==> config.mk <==
export PLATFORM = sky130hd
export DESIGN_NAME = sfu_unit_scheduler
export DESIGN_NICKNAME = d
export VERILOG_FILES = /design/src/rtl/sfu_unit_scheduler.sv
export SDC_FILE = /design/constraint.sdc
export NUM_CORES = 1
export LEC_CHECK = 0
export CORE_AREA = 2 2 132 134
export DETAILED_ROUTE_END_ITERATION = 6
export DIE_AREA = 0 0 134 136
export GPL_TIMING_DRIVEN = 0
export MAX_ROUTING_LAYER = met4
export PLACE_DENSITY = 0.66
export SYNTH_ARGS = -nofsm -noshare
export SYNTH_HDL_FRONTEND = slang
export SYNTH_SLANG_ARGS = --single-unit
==> constraint.sdc <==
create_clock -name clk -period 1.55 [get_ports clk]
set_clock_uncertainty 0.05 [all_clocks]
set_input_delay 0.155 -clock clk [delete_from_list [all_inputs] [get_ports clk]]
set_output_delay 0.155 -clock clk [all_outputs]
set_load 0.02 [all_outputs]
==> src/rtl/sfu_unit_scheduler.sv <==
// SFU issue-slot sharing: steers requests to sub-units under per-unit credit limits
// and merges their responses round-robin into one registered commit stream.

module sfu_credit_counter #(
    parameter int MAX_PENDING = 2,
    parameter int CNT_BITS    = 2
) (
    input  logic                clk,
    input  logic                reset,
    input  logic                inc,
    input  logic                dec,
    output logic [CNT_BITS-1:0] cnt,
    output logic                credit_ok
);
    assign credit_ok = cnt < CNT_BITS'(MAX_PENDING);

    always_ff @(posedge clk) begin
        if (!reset) begin
            cnt <= '0;
        end else begin
            // A response with nothing outstanding is a sub-unit bug; hold at zero.
            assert (!(dec && !inc && cnt == '0));
            if (inc && !dec)
                cnt <= cnt + CNT_BITS'(1);
            else if (dec && !inc && cnt != '0)
                cnt <= cnt - CNT_BITS'(1);
        end
    end
endmodule

module sfu_unit_scheduler #(
    parameter int NUM_UNITS   = 2,
    parameter int REQ_DATAW   = 64,
    parameter int RSP_DATAW   = 64,
    parameter int MAX_PENDING = 2,
    localparam int UNIT_BITS  = $clog2(NUM_UNITS),
    localparam int CNT_BITS   = $clog2(MAX_PENDING + 1)
) (
    input  logic                           clk,
    input  logic                           reset,
    input  logic                           req_valid,
    input  logic [UNIT_BITS-1:0]           req_unit,
    input  logic [REQ_DATAW-1:0]           req_data,
    output logic                           req_ready,
    output logic [NUM_UNITS-1:0]           unit_req_valid,
    output logic [REQ_DATAW-1:0]           unit_req_data,
    input  logic [NUM_UNITS-1:0]           unit_req_ready,
    input  logic [NUM_UNITS-1:0]           unit_rsp_valid,
    input  logic [NUM_UNITS*RSP_DATAW-1:0] unit_rsp_data,
    output logic [NUM_UNITS-1:0]           unit_rsp_ready,
    output logic                           rsp_valid,
    output logic [RSP_DATAW-1:0]           rsp_data,
    output logic [UNIT_BITS-1:0]           rsp_sel,
    input  logic                           rsp_ready,
    output logic                           bad_req,
    output logic                           idle
);
    logic [NUM_UNITS-1:0]               sel, credit_ok, inc, dec;
    logic [NUM_UNITS-1:0][CNT_BITS-1:0] pending;
    logic                               in_range;
    logic [UNIT_BITS-1:0]               ptr, grant_idx;
    logic                               found, load;
    logic [RSP_DATAW-1:0]               grant_data;

    function automatic logic [UNIT_BITS-1:0] wrap_add(input logic [UNIT_BITS-1:0] a, input int k);
        int s;
        s = int'(a) + k;
        if (s >= NUM_UNITS) s = s - NUM_UNITS;
        return UNIT_BITS'(s);
    endfunction

    // Extra bit keeps the range check meaningful when NUM_UNITS is a power of two.
    assign in_range = {1'b0, req_unit} < (UNIT_BITS + 1)'(NUM_UNITS);

    for (genvar i = 0; i < NUM_UNITS; i++) begin : g_unit
        assign sel[i] = req_unit == UNIT_BITS'(i);
        sfu_credit_counter #(
            .MAX_PENDING(MAX_PENDING),
            .CNT_BITS   (CNT_BITS)
        ) u_cnt (
            .clk      (clk),
            .reset    (reset),
            .inc      (inc[i]),
            .dec      (dec[i]),
            .cnt      (pending[i]),
            .credit_ok(credit_ok[i])
        );
    end

    assign unit_req_valid = {NUM_UNITS{req_valid}} & sel & credit_ok;
    assign unit_req_data  = req_data;
    assign req_ready      = in_range ? |(sel & unit_req_ready & credit_ok) : 1'b1;
    assign inc            = unit_req_valid & unit_req_ready;
    assign dec            = unit_rsp_valid & unit_rsp_ready;

    assign load = !rsp_valid || rsp_ready;
    assign idle = (pending == '0) && !rsp_valid;

    always_comb begin
        found          = 1'b0;
        grant_idx      = '0;
        grant_data     = '0;
        unit_rsp_ready = '0;
        for (int k = 0; k < NUM_UNITS; k++) begin
            if (!found && unit_rsp_valid[wrap_add(ptr, k)]) begin
                found     = 1'b1;
                grant_idx = wrap_add(ptr, k);
            end
        end
        for (int i = 0; i < NUM_UNITS; i++) begin
            if (grant_idx == UNIT_BITS'(i))
                grant_data = unit_rsp_data[i*RSP_DATAW +: RSP_DATAW];
            unit_rsp_ready[i] = load && found && grant_idx == UNIT_BITS'(i);
        end
    end

    always_ff @(posedge clk) begin
        if (!reset) begin
            rsp_valid <= 1'b0;
            rsp_data  <= '0;
            rsp_sel   <= '0;
            ptr       <= '0;
            bad_req   <= 1'b0;
        end else begin
            bad_req <= req_valid && !in_range;
            if (load) begin
                rsp_valid <= found;
                if (found) begin
                    rsp_data <= grant_data;
                    rsp_sel  <= grant_idx;
                    ptr      <= wrap_add(grant_idx, 1);
                end
            end
        end
    end
endmodule

# Word-level counts from Yosys, hierarchy flattened
# Cells that the tools add are included.
# op_classes
add_sub_neg	9
n_lt_le_gt_ge	7
mux	16
n_bitwise	8
reduce_logical	25
# op_table
op	n
64-bit 2-to-1 mux	1
2-bit bitwise AND	6
1-bit logical AND	11
1-bit 2-to-1 mux	11
2-bit 2-to-1 mux	4
2-bit nonzero test	4
1-bit zero test	6
1-bit by 1-bit adder with 2-bit output (second input constant)	2
2-bit by 1-bit adder with 2-bit output (second input constant)	2
2-bit greater-or-equal comparator (second input constant)	2
4-bit zero test	1
1-bit by 2-bit less-than comparator with 1-bit output (second input constant)	2
2-bit less-than comparator (second input constant)	2
2-bit by 1-bit subtractor with 2-bit output (second input constant)	2
1-bit subtractor (second input constant)	3
1-bit by 2-bit greater-or-equal comparator with 1-bit output (second input constant)	1
1-bit inverter	2
2-bit AND reduction	1
2-bit OR reduction	1
1-bit logical OR	1
# word_totals
register_bits	71
input_bits	201
out_inout_bits	137
word_cells	71

# Longest topological paths before layout
# Gate-level depths: netlist of the first run.
# depth
ltp_word	15
ltp_mapped	7
mapped_depth_nobuf	4

# Modules after synthesis
# Synthesis of the first run repeated with hierarchy kept, for this count alone.
# unflattened
hier_cells	494
hier_area_um2	3900.0
# by_module_without_submodules
module	n_inst	cells_each	area_each_um2
sfu_unit_scheduler	1	472	3694.8
sfu_credit_counter	2	11	102.6

# Least setup slack after synthesis of the first run
# No wires, ideal clock.
# synth_path
kind	register -> register
startpoint	register rsp_valid
endpoint	register rsp_data[37]
arrival_ps	1416
required_time_ps	1372
slack_ps	-44
path_stages_with_launch	7
path_buffers	2
period_less_slack_ps	1594
cell_sequence	dfxtp_1 nand2b_4 and3_1 buf_2 buf_2 a222oi_1 nor2_1
# synth_via
elab_chain_len	3
# synth_lines
item	line	text
start: declaration	51	output logic rsp_valid,
start signal: assignment	127	rsp_valid <= found;
1-bit zero test	96	assign load = !rsp_valid || rsp_ready;
1-bit logical OR	96	
2-bit AND reduction (no source line)	--	
end signal: assignment	129	rsp_data <= grant_data;
end: declaration	52	output logic [RSP_DATAW-1:0] rsp_data,
# Every way passes these cells.
# A chain may end at the register's enable or synchronous reset.

# Worst setup path after layout of the first run
# layout_path
startpoint	register g_unit[0].u_cnt.cnt[1]
endpoint	output idle
# layout_via
elab_chain_len	2
# layout_lines
item	line	text
start: declaration	12	output logic [CNT_BITS-1:0] cnt,
start signal: assignment	24	cnt <= cnt + CNT_BITS'(1);
start signal: assignment	26	cnt <= cnt - CNT_BITS'(1);
4-bit zero test	97	assign idle = (pending == '0) && !rsp_valid;
1-bit logical AND	97	
end: declaration	56	output logic idle
# Every way passes these cells.

==> impl_metrics.json, run 1 <==
{
  "cts.sinks": 71,
  "fin_crit_sh_pct": 104,
  "ys_ff_latch": 71,
  "clk_latency_ns": 0.33,
  "avgSynthCellArea_um2": 9.61,
  "ys_warn_count": 0,
  "htreeDepth": 3,
  "nNetsFinal": 831,
  "initial_utilization_pct": 18.9,
  "drt_first_pass_iters": 7,
  "ys_seq_area_share_pct": 44.5,
  "grt_antenna_before_repair": 1,
  "maxSlewHeadroom_pct": 58.3,
  "worst-setup-path-type": "flip-flop to primary output",
  "multi_input_area_um2": 1140,
  "filler_cell_count": 1686,
  "path_max_fanout": 2,
  "grt_pass1_wl_um": 20700,
  "area_growth_pct": 118,
  "ys.flop_type": "dfxtp_1",
  "post-route-min-period_ns": 1.62,
  "grt_pass1_vias": 3660,
  "num_vias": 3823,
  "synthArstFlopShare_pct": 0,
  "drv_cap": 0,
  "worstSetupStartpointType": "flip-flop",
  "worst_pin_slew_ns": 0.626,
  "rsz0062_at_grt": "true",
  "cts_hold_buf": 0,
  "setup_ws_ns": -0.0662,
  "slew_viol_final": 0,
  "crit_path_end_kind": "primary output",
  "drc_errors": 7,
  "violations": "DRC, setup timing",
  "cts_tree": "built",
  "die_w_um": 134,
  "vdd_drop_max_v": 0.000628,
  "status": "finished, violations left",
  "yosysUniqueCellTypes": 28,
  "synth_edf_count": 0,
  "clockRootBuffer": "clkbuf_16",
  "p_per_area_nw_per_um2": 897,
  "clockBufferDepth": 2,
  "max_freq_mhz": 619,
  "synth_nets": 533,
  "syn_inst": 332,
  "synth.cells.most_frequent": "dfxtp_1, nor2_1, buf_4, a222oi_1, buf_2",
  "drive_gt1_share_pct": 21.1,
  "required_ns": 1.34,
  "dpl.hpwl_um": 11000,
  "hold_viol": 0,
  "rows": 48,
  "gp_congestion": 0.738,
  "numPortBuffers": 272,
  "core_area_um2": 16900,
  "clkTransAtPathRegs_ns": 0.06,
  "cts_made_buffers": 9,
  "io_pins": 338,
  "wl_per_cell_um": 17.3,
  "fin_tns_setup_ns": -0.0662,
  "grt_usage_pct": 15.5,
  "p_leak_uw": 0.00295,
  "viasPerCell": 4.44,
  "synth.top_cell.area_share_pct": 44.5,
  "setup-violations-final": 1,
  "grt_max_degree": 13,
  "regArea_um2": 1430,
  "synth.most_common_cell": "dfxtp_1",
  "worstHoldPathType": "input port to flip-flop",
  "detail-route-antenna-nets": 0,
  "totalWireLength_um": 14900,
  "syn_area_um2": 3190,
  "crit_arrival_ns": 1.41,
  "synth_area_leader_cell": "dfxtp_1",
  "drt_iter0_markers": 368,
  "synthTopCellsByArea": "dfxtp_1, a222oi_1, buf_4",
  "grt_overflow": 0,
  "die_h_um": 136,
  "die_area_um2": 18200,
  "utilization_pct": 41.3
}
==> per-layer routing <==
metal | up-vias | track usage (%) | part of all wire (%)
li1 | 1799 | - | -
met1 | 1788 | 17.5 | 40
met2 | 220 | 26.1 | 50
met3 | 16 | 4.55 | 8.4
met4 | 0 | 5.56 | 1.7
met5 | - | - | 0
==> worst paths after layout <==
check / startpoint / endpoint / slack [ns] / cells after the start
worst min register to register: rsp_sel / rsp_sel / 0.43 / 2
worst max register to register: ptr / g_unit[1].u_cnt.cnt[0] / 0.04 / 6
worst min-delay path: unit_rsp_valid[0] / rsp_valid / 0.17 / 3
worst max-delay path: g_unit[0].u_cnt.cnt[1] / idle / -0.07 / 3
==> stage by stage <==
step	setup slack, ns	hold WS [ns]	std cells	power [uW]	instance area [um2]
2_1_floorplan	0.0502	0.272	332	2890	3190
3_3_place_gp	-0.793	0.416	829	3840	6200
3_5_place_dp	-0.800	0.429	829	3850	6200
4_1_cts	-0.0990	0.398	857	6270	6780
5_1_grt	-0.129	0.206	861	6520	6970
6_report	-0.0662	0.170	861	6250	6970
==> area by class of cell <==
cell class | count | area share, %
multi-input cells | 163 | 16.4
diodes | 1 | 0.0359
inverters | 3 | 0.162
plain buffers | 94 | 11.4
repair buffers | 288 | 42.9
clock buffers | 11 | 3.48
clock inverters | 5 | 1.17
well taps | 225 | 4.04
flip-flops and latches | 71 | 20.5
==> worst max-delay path: stages (launching register included) <==
cell and delay [ns]:
dfxtp_4 0.34, or4_1 0.49, nor2_1 0.10, buf_4 0.15
==> kinds of logic after synthesis <==
logic type | synth area share, %
buf+inv | 20.9
simple gates | 11.4
compound gates | 22.5
flops | 44.5
xor+xnor | 0.549
other cells | 0.117
==> sequential cells by signal, indices dropped and copies added, names as in the netlist <==
signal and count:
g_unit.u_cnt.cnt 4, rsp_data 64, ptr 1, rsp_sel 1, rsp_valid 1
==> cells in the final DEF (no fill, tap or decap), types with 2 or more instances in the layout <==
master	n
nand2b_4	2
and3_4	2
clkbuf_16	12
clkdlybuf4s50_1	249
dlymetal6s2s_1	13
a21oi_1	6
clkbuf_8	2
dfxtp_2	3
buf_4	73
nor2_1	69
buf_8	7
buf_12	6
buf_16	2
nand2_1	2
clkbuf_1	9
bufinv_16	2
a221oi_1	2
dlygate4sd2_1	5
buf_2	4
a222oi_1	64
dfxtp_1	67
buf_6	8
inv_1	2
==> power breakdown <==
part / internal (uW) / switching (uW) / total, uW
registers: 1960 / 79.9 / 2040
logic: 1110 / 806 / 1920
clock network: 1450 / 833 / 2290
==> what timing repair did <==
action / CTS / global route
buffers inserted: 9 / 2
resized for setup: 61 / 48
gates cloned: 3 / 2
pin swaps: 13 / 25
endpoints found under the setup margin: 67 / 85
No activity file was read; power rests on OpenSTA's default activity.
==> run 2, diff against run 1 <==
--- a/config.mk
+++ b/config.mk
@@ -5,12 +5,14 @@
 export SDC_FILE = /design/constraint.sdc
 export NUM_CORES = 1
 export LEC_CHECK = 0
+export ABC_CLOCK_PERIOD_IN_PS = 1550
 export CORE_AREA = 2 2 132 134
 export DETAILED_ROUTE_END_ITERATION = 6
 export DIE_AREA = 0 0 134 136
 export GPL_TIMING_DRIVEN = 0
 export MAX_ROUTING_LAYER = met4
 export PLACE_DENSITY = 0.66
+export SETUP_SLACK_MARGIN = 0.4
 export SYNTH_ARGS = -nofsm -noshare
 export SYNTH_HDL_FRONTEND = slang
 export SYNTH_SLANG_ARGS = --single-unit
==> run 2 against run 1 <==
The flow finishes with violations (setup timing). Power fell by 4.2%. Sequential power about the same. First-iteration DRC count fell by 7.1%. Via count increased by 2.6%. Clock power is 13% lower. Wire length fell by 0.74%. Critical endpoint is now rsp_data[24]. Flip-flop and latch count did not move.
==> impl_metrics.json, run 2 (synthesis gave the netlist of run 1 again) <==
{
  "clkTransAtPathRegs_ns": 0.06,
  "grt_pass1_vias": 3836,
  "detail-route-antenna-nets": 0,
  "worst_path_most_repeated_cell": "buf_12",
  "r2r_cells": 7,
  "viasPerCell": 4.50,
  "fin_tns_setup_ns": -1.10,
  "totalWireLength_um": 14800,
  "htreeDepth": 3,
  "core_area_um2": 16900,
  "die_h_um": 136,
  "slowest_stage": "dfxtp_4",
  "setup_ws_ns": -0.0671,
  "mostFrequentLayoutCells": "clkdlybuf4s50_1, buf_4, nor2_1",
  "grt_pass1_wl_um": 20900,
  "grt_overflow": 0,
  "clockRootBuffer": "clkbuf_16",
  "wl_per_cell_um": 16.9,
  "grt_max_degree": 12,
  "cts_hold_buf": 0,
  "numPortBuffers": 272,
  "cts_tree": "built",
  "required_ns": 1.70,
  "gp_congestion": 0.752,
  "max_freq_mhz": 618,
  "maxSlewHeadroom_pct": 58.9,
  "clockBufferDepth": 2,
  "rows": 48,
  "worstSetupStartpointType": "flip-flop",
  "path_max_fanout": 10,
  "r2r_setup_slack_ns": -0.07,
  "rsz0062_at_grt": "true",
  "post-route-min-period_ns": 1.62,
  "drt_iter0_markers": 342,
  "regMostFlops": "rsp_data",
  "area_growth_pct": 119,
  "vdd_drop_max_v": 0.000446,
  "crit_arrival_ns": 1.77,
  "min_from": "unit_rsp_valid[1]",
  "post_dp_cell_area_um2": 6250,
  "cp_slowest_stage_delay_ns": 0.37,
  "whs_ns": 0.175,
  "r2r_end": "rsp_data[24]",
  "num_vias": 3923,
  "violations": "setup timing",
  "largest_reg_flops": 64,
  "clk_latency_ns": 0.32,
  "drc_errors": 0,
  "io_pins": 338,
  "stdcell_area_um2": 6980,
  "reg_top3": "rsp_data (64), g_unit.u_cnt.cnt (4)",
  "p_leak_uw": 0.00297,
  "worst_pin_slew_ns": 0.617,
  "worstHoldEndpoint": "rsp_valid",
  "cts.sinks": 71,
  "filler_cell_count": 1702,
  "status": "finished, violations left",
  "setup-violations-final": 31,
  "die_w_um": 134,
  "timing.rr.start": "rsp_valid",
  "drv_cap": 0,
  "grt_usage_pct": 15.1,
  "die_area_um2": 18200,
  "fin_crit_sh_pct": 104,
  "drive_gt1_share_pct": 34.8,
  "cts_made_buffers": 9,
  "worstHoldPathType": "input port to flip-flop",
  "p_total_uw": 5990,
  "drt_first_pass_iters": 6,
  "initial_utilization_pct": 18.9,
  "p_per_area_nw_per_um2": 859,
  "mostFrequentLayoutCell": "clkdlybuf4s50_1",
  "hold_viol": 0,
  "whs_path_depth": 3,
  "antenna_cells": 0,
  "slew_viol_final": 0,
  "grt_antenna_before_repair": 0,
  "crit_path_end_kind": "flip-flop",
  "dpl.hpwl_um": 10500,
  "nNetsFinal": 843,
  "worst-setup-path-type": "flip-flop to flip-flop",
  "path_cells": "nand2b_4 > and3_4 > buf_12 > buf_12 > buf_8 > a222oi_1 > nor2_1"
}
==> run 2: timing repair <==
item                                    CTS  global route
cloned                                    8             3
endpoints found under the setup margin  143           115
resized for setup                       313            56
pin swaps                                19            16
setup buffers                            14             2
==> run 2: final cells by class <==
| class | instances | area [um2] | share of cell area [%] |
|---|---|---|---|
| clock buffers | 13 | 272 | 3.89 |
| plain buffers | 95 | 825 | 11.8 |
| well taps | 225 | 282 | 4.04 |
| flip-flops and latches | 71 | 1440 | 20.6 |
| clock inverters | 3 | 15.0 | 0.215 |
| inverters | 3 | 11.3 | 0.161 |
| repair buffers | 299 | 2920 | 41.9 |
| multi-input cells | 163 | 1220 | 17.4 |
==> run 2: routing by layer <==
metal	up-vias	routed length [um]	global-route usage, %
met3	23	1080	3.50
met2	226	7480	26.4
met4	0	328	5.26
met5	-	0	-
li1	1827	-	-
met1	1847	5880	17.0
==> run 2: stage by stage <==
step	util, %	setup WS (ns)	std cells
after floorplan	-	0.107	332
after global placement	37.0	-0.568	829
after detailed placement	37.0	-0.554	829
after CTS	41.8	-0.103	867
after global routing	41.3	-0.147	872
final	41.3	-0.0671	872
==> run 2: power breakdown <==
group          internal, uW  switching, uW
Combinational          1110            840
Sequential             1960           75.1
Clock                  1220            782
==> run 2: how the worst max path moves through the flow <==
stage / endpoint / from / slack, ns
after floorplan: rsp_data[16] / rsp_valid / 0.11
after global placement: unit_rsp_ready[1] / rsp_ready / -0.57
final: rsp_data[24] / rsp_valid / -0.07
after global routing: rsp_data[33] / rsp_valid / -0.15
after CTS: idle / g_unit[0].u_cnt.cnt[1] / -0.10
after detailed placement: unit_rsp_ready[1] / rsp_ready / -0.55
==> run 2: worst max-delay path: cells and delay by family, from the launching register on <==
family | cells | cell delay, ns
buf+inv | 3 | 0.42
compound gates | 1 | 0.30
simple gates | 3 | 0.35
flops | 1 | 0.37
==> run 3, diff against run 2 <==
--- a/config.mk
+++ b/config.mk
@@ -12,6 +12,7 @@
 export GPL_TIMING_DRIVEN = 0
 export MAX_ROUTING_LAYER = met4
 export PLACE_DENSITY = 0.66
+export RECOVER_POWER = 25
 export SETUP_SLACK_MARGIN = 0.4
 export SYNTH_ARGS = -nofsm -noshare
 export SYNTH_HDL_FRONTEND = slang
==> run 3 against run 2 <==
The flow still finishes with violations (setup timing). Wire length fell by 0.20%. First-iteration DRC count is 0.29% lower. Design area is the same. Power fell by 0.36%. Worst setup slack got worse by 0.00057 ns. Die area unchanged. Maximum frequency is essentially flat. Global-route usage is the same. Clock power barely moved. Via count down 0.15%. Sequential share of layout area stayed put. Register-to-register slack about the same. Largest power group unchanged.
==> impl_metrics.json, run 3 (synthesis gave the netlist of run 1 again) <==
{
  "totalWireLength_um": 14700,
  "crit_start": "rsp_valid",
  "viasPerCell": 4.49,
  "crit_arrival_ns": 1.77,
  "die_h_um": 136,
  "grt_pass1_vias": 3836,
  "fin_crit_sh_pct": 104,
  "dpl.hpwl_um": 10500,
  "path_max_fanout": 10,
  "p_per_area_nw_per_um2": 856,
  "regMostFlops": "rsp_data",
  "die_area_um2": 18200,
  "whs_path_depth": 3,
  "worst_pin_slew_ns": 0.617,
  "mostFrequentLayoutCell": "clkdlybuf4s50_1",
  "mostFrequentLayoutCells": "clkdlybuf4s50_1, buf_4, nor2_1",
  "setup-violations-final": 31,
  "antenna_cells": 0,
  "clkTransAtPathRegs_ns": 0.06,
  "num_vias": 3917,
  "drc_errors": 0,
  "post-route-min-period_ns": 1.62,
  "violations": "setup timing",
  "clockBufferDepth": 2,
  "vdd_drop_max_v": 0.000445,
  "grt_overflow": 0,
  "worstSetupStartpointType": "flip-flop",
  "whs_ns": 0.175,
  "utilization_pct": 41.3,
  "drv_cap": 0,
  "largest_reg_flops": 64,
  "initial_utilization_pct": 18.9,
  "grt_max_degree": 12,
  "nNetsFinal": 843,
  "timing.rr.start": "rsp_valid",
  "cts_hold_buf": 0,
  "grt_antenna_before_repair": 0,
  "cts_tree": "built",
  "clk_latency_ns": 0.32,
  "htreeDepth": 3,
  "worst-setup-path-type": "flip-flop to flip-flop",
  "clockRootBuffer": "clkbuf_16",
  "wl_per_cell_um": 16.9,
  "r2r_end": "rsp_data[24]",
  "required_ns": 1.70,
  "detail-route-antenna-nets": 0,
  "gp_congestion": 0.752,
  "core_area_um2": 16900,
  "p_leak_uw": 0.00298,
  "r2r_cells": 7,
  "worstHoldPathType": "input port to flip-flop",
  "status": "finished, violations left",
  "r2r_setup_slack_ns": -0.07,
  "rows": 48,
  "min_from": "unit_rsp_valid[1]",
  "cts_made_buffers": 9,
  "drt_iter0_markers": 341,
  "worstHoldEndpoint": "rsp_valid",
  "maxSlewHeadroom_pct": 58.9,
  "hold_viol": 0,
  "drive_gt1_share_pct": 34.8,
  "grt_usage_pct": 15.1,
  "fin_tns_setup_ns": -1.12,
  "setup_ws_ns": -0.0677,
  "crit_path_end_kind": "flip-flop",
  "io_pins": 338,
  "reg_top3": "rsp_data (64), g_unit.u_cnt.cnt (4)",
  "numPortBuffers": 272,
  "die_w_um": 134,
  "rsz0062_at_grt": "true",
  "area_growth_pct": 119,
  "drt_first_pass_iters": 5,
  "cts.sinks": 71,
  "grt_pass1_wl_um": 20900,
  "slew_viol_final": 0,
  "max_freq_mhz": 618
}
[run 3: routing by layer]
layer	share of wire [%]	vias up	global-route usage [%]	wire length, um
met2	51	220	26.4	7460
li1	-	1827	-	-
met3	7.1	23	3.50	1050
met5	0	-	-	0
met4	2.2	0	5.26	328
met1	40	1847	17.0	5900
[run 3: critical path: stages (launching register included)]
cell      delay [ns]
dfxtp_4         0.37
nand2b_4        0.07
and3_4          0.21
buf_12          0.14
buf_12          0.14
buf_8           0.14
a222oi_1        0.30
nor2_1          0.07
[run 3: final cells by class]
class                           count  area, um2
Buffer                             95        825
Clock buffer                       13        272
Clock inverter                      3       15.0
Fill cell                        1702       9900
Inverter                            3       11.3
Multi-Input combinational cell    163       1220
Sequential cell                    71       1440
Tap cell                          225        282
Timing Repair Buffer              299       2920
[run 3: how the worst max path moves through the flow]
stage / to / slack, ns / cells past startpoint
CTS: idle / -0.10 / 3
finish: rsp_data[24] / -0.07 / 7
global route: rsp_data[33] / -0.15 / 7
global placement: unit_rsp_ready[1] / -0.57 / 6
floorplan: rsp_data[16] / 0.11 / 7
detailed placement: unit_rsp_ready[1] / -0.55 / 6
[run 3: per-stage QoR]
step / worst slack [ns] / instances / cell area (um2) / total power, uW
6_report: -0.0677 / 872 / 6980 / 5970
3_3_place_gp: -0.568 / 829 / 6250 / 3850
4_1_cts: -0.103 / 867 / 7050 / 6030
2_1_floorplan: 0.107 / 332 / 3240 / 2910
5_1_grt: -0.147 / 872 / 6980 / 6200
3_5_place_dp: -0.554 / 829 / 6250 / 3850
[run 3: power by group]
part           internal, uW  switching, uW
clock network          1220            781
registers              1960           75.0
logic                  1090            837
[run 3: timing repair]
item                                   in CTS  in global routing
setup buffers                              14                  2
resized for setup                         313                 56
endpoints found under the hold margin       0                  0
gates cloned                                8                  3
pin swaps                                  19                 16
setup endpoints to repair                 143                115
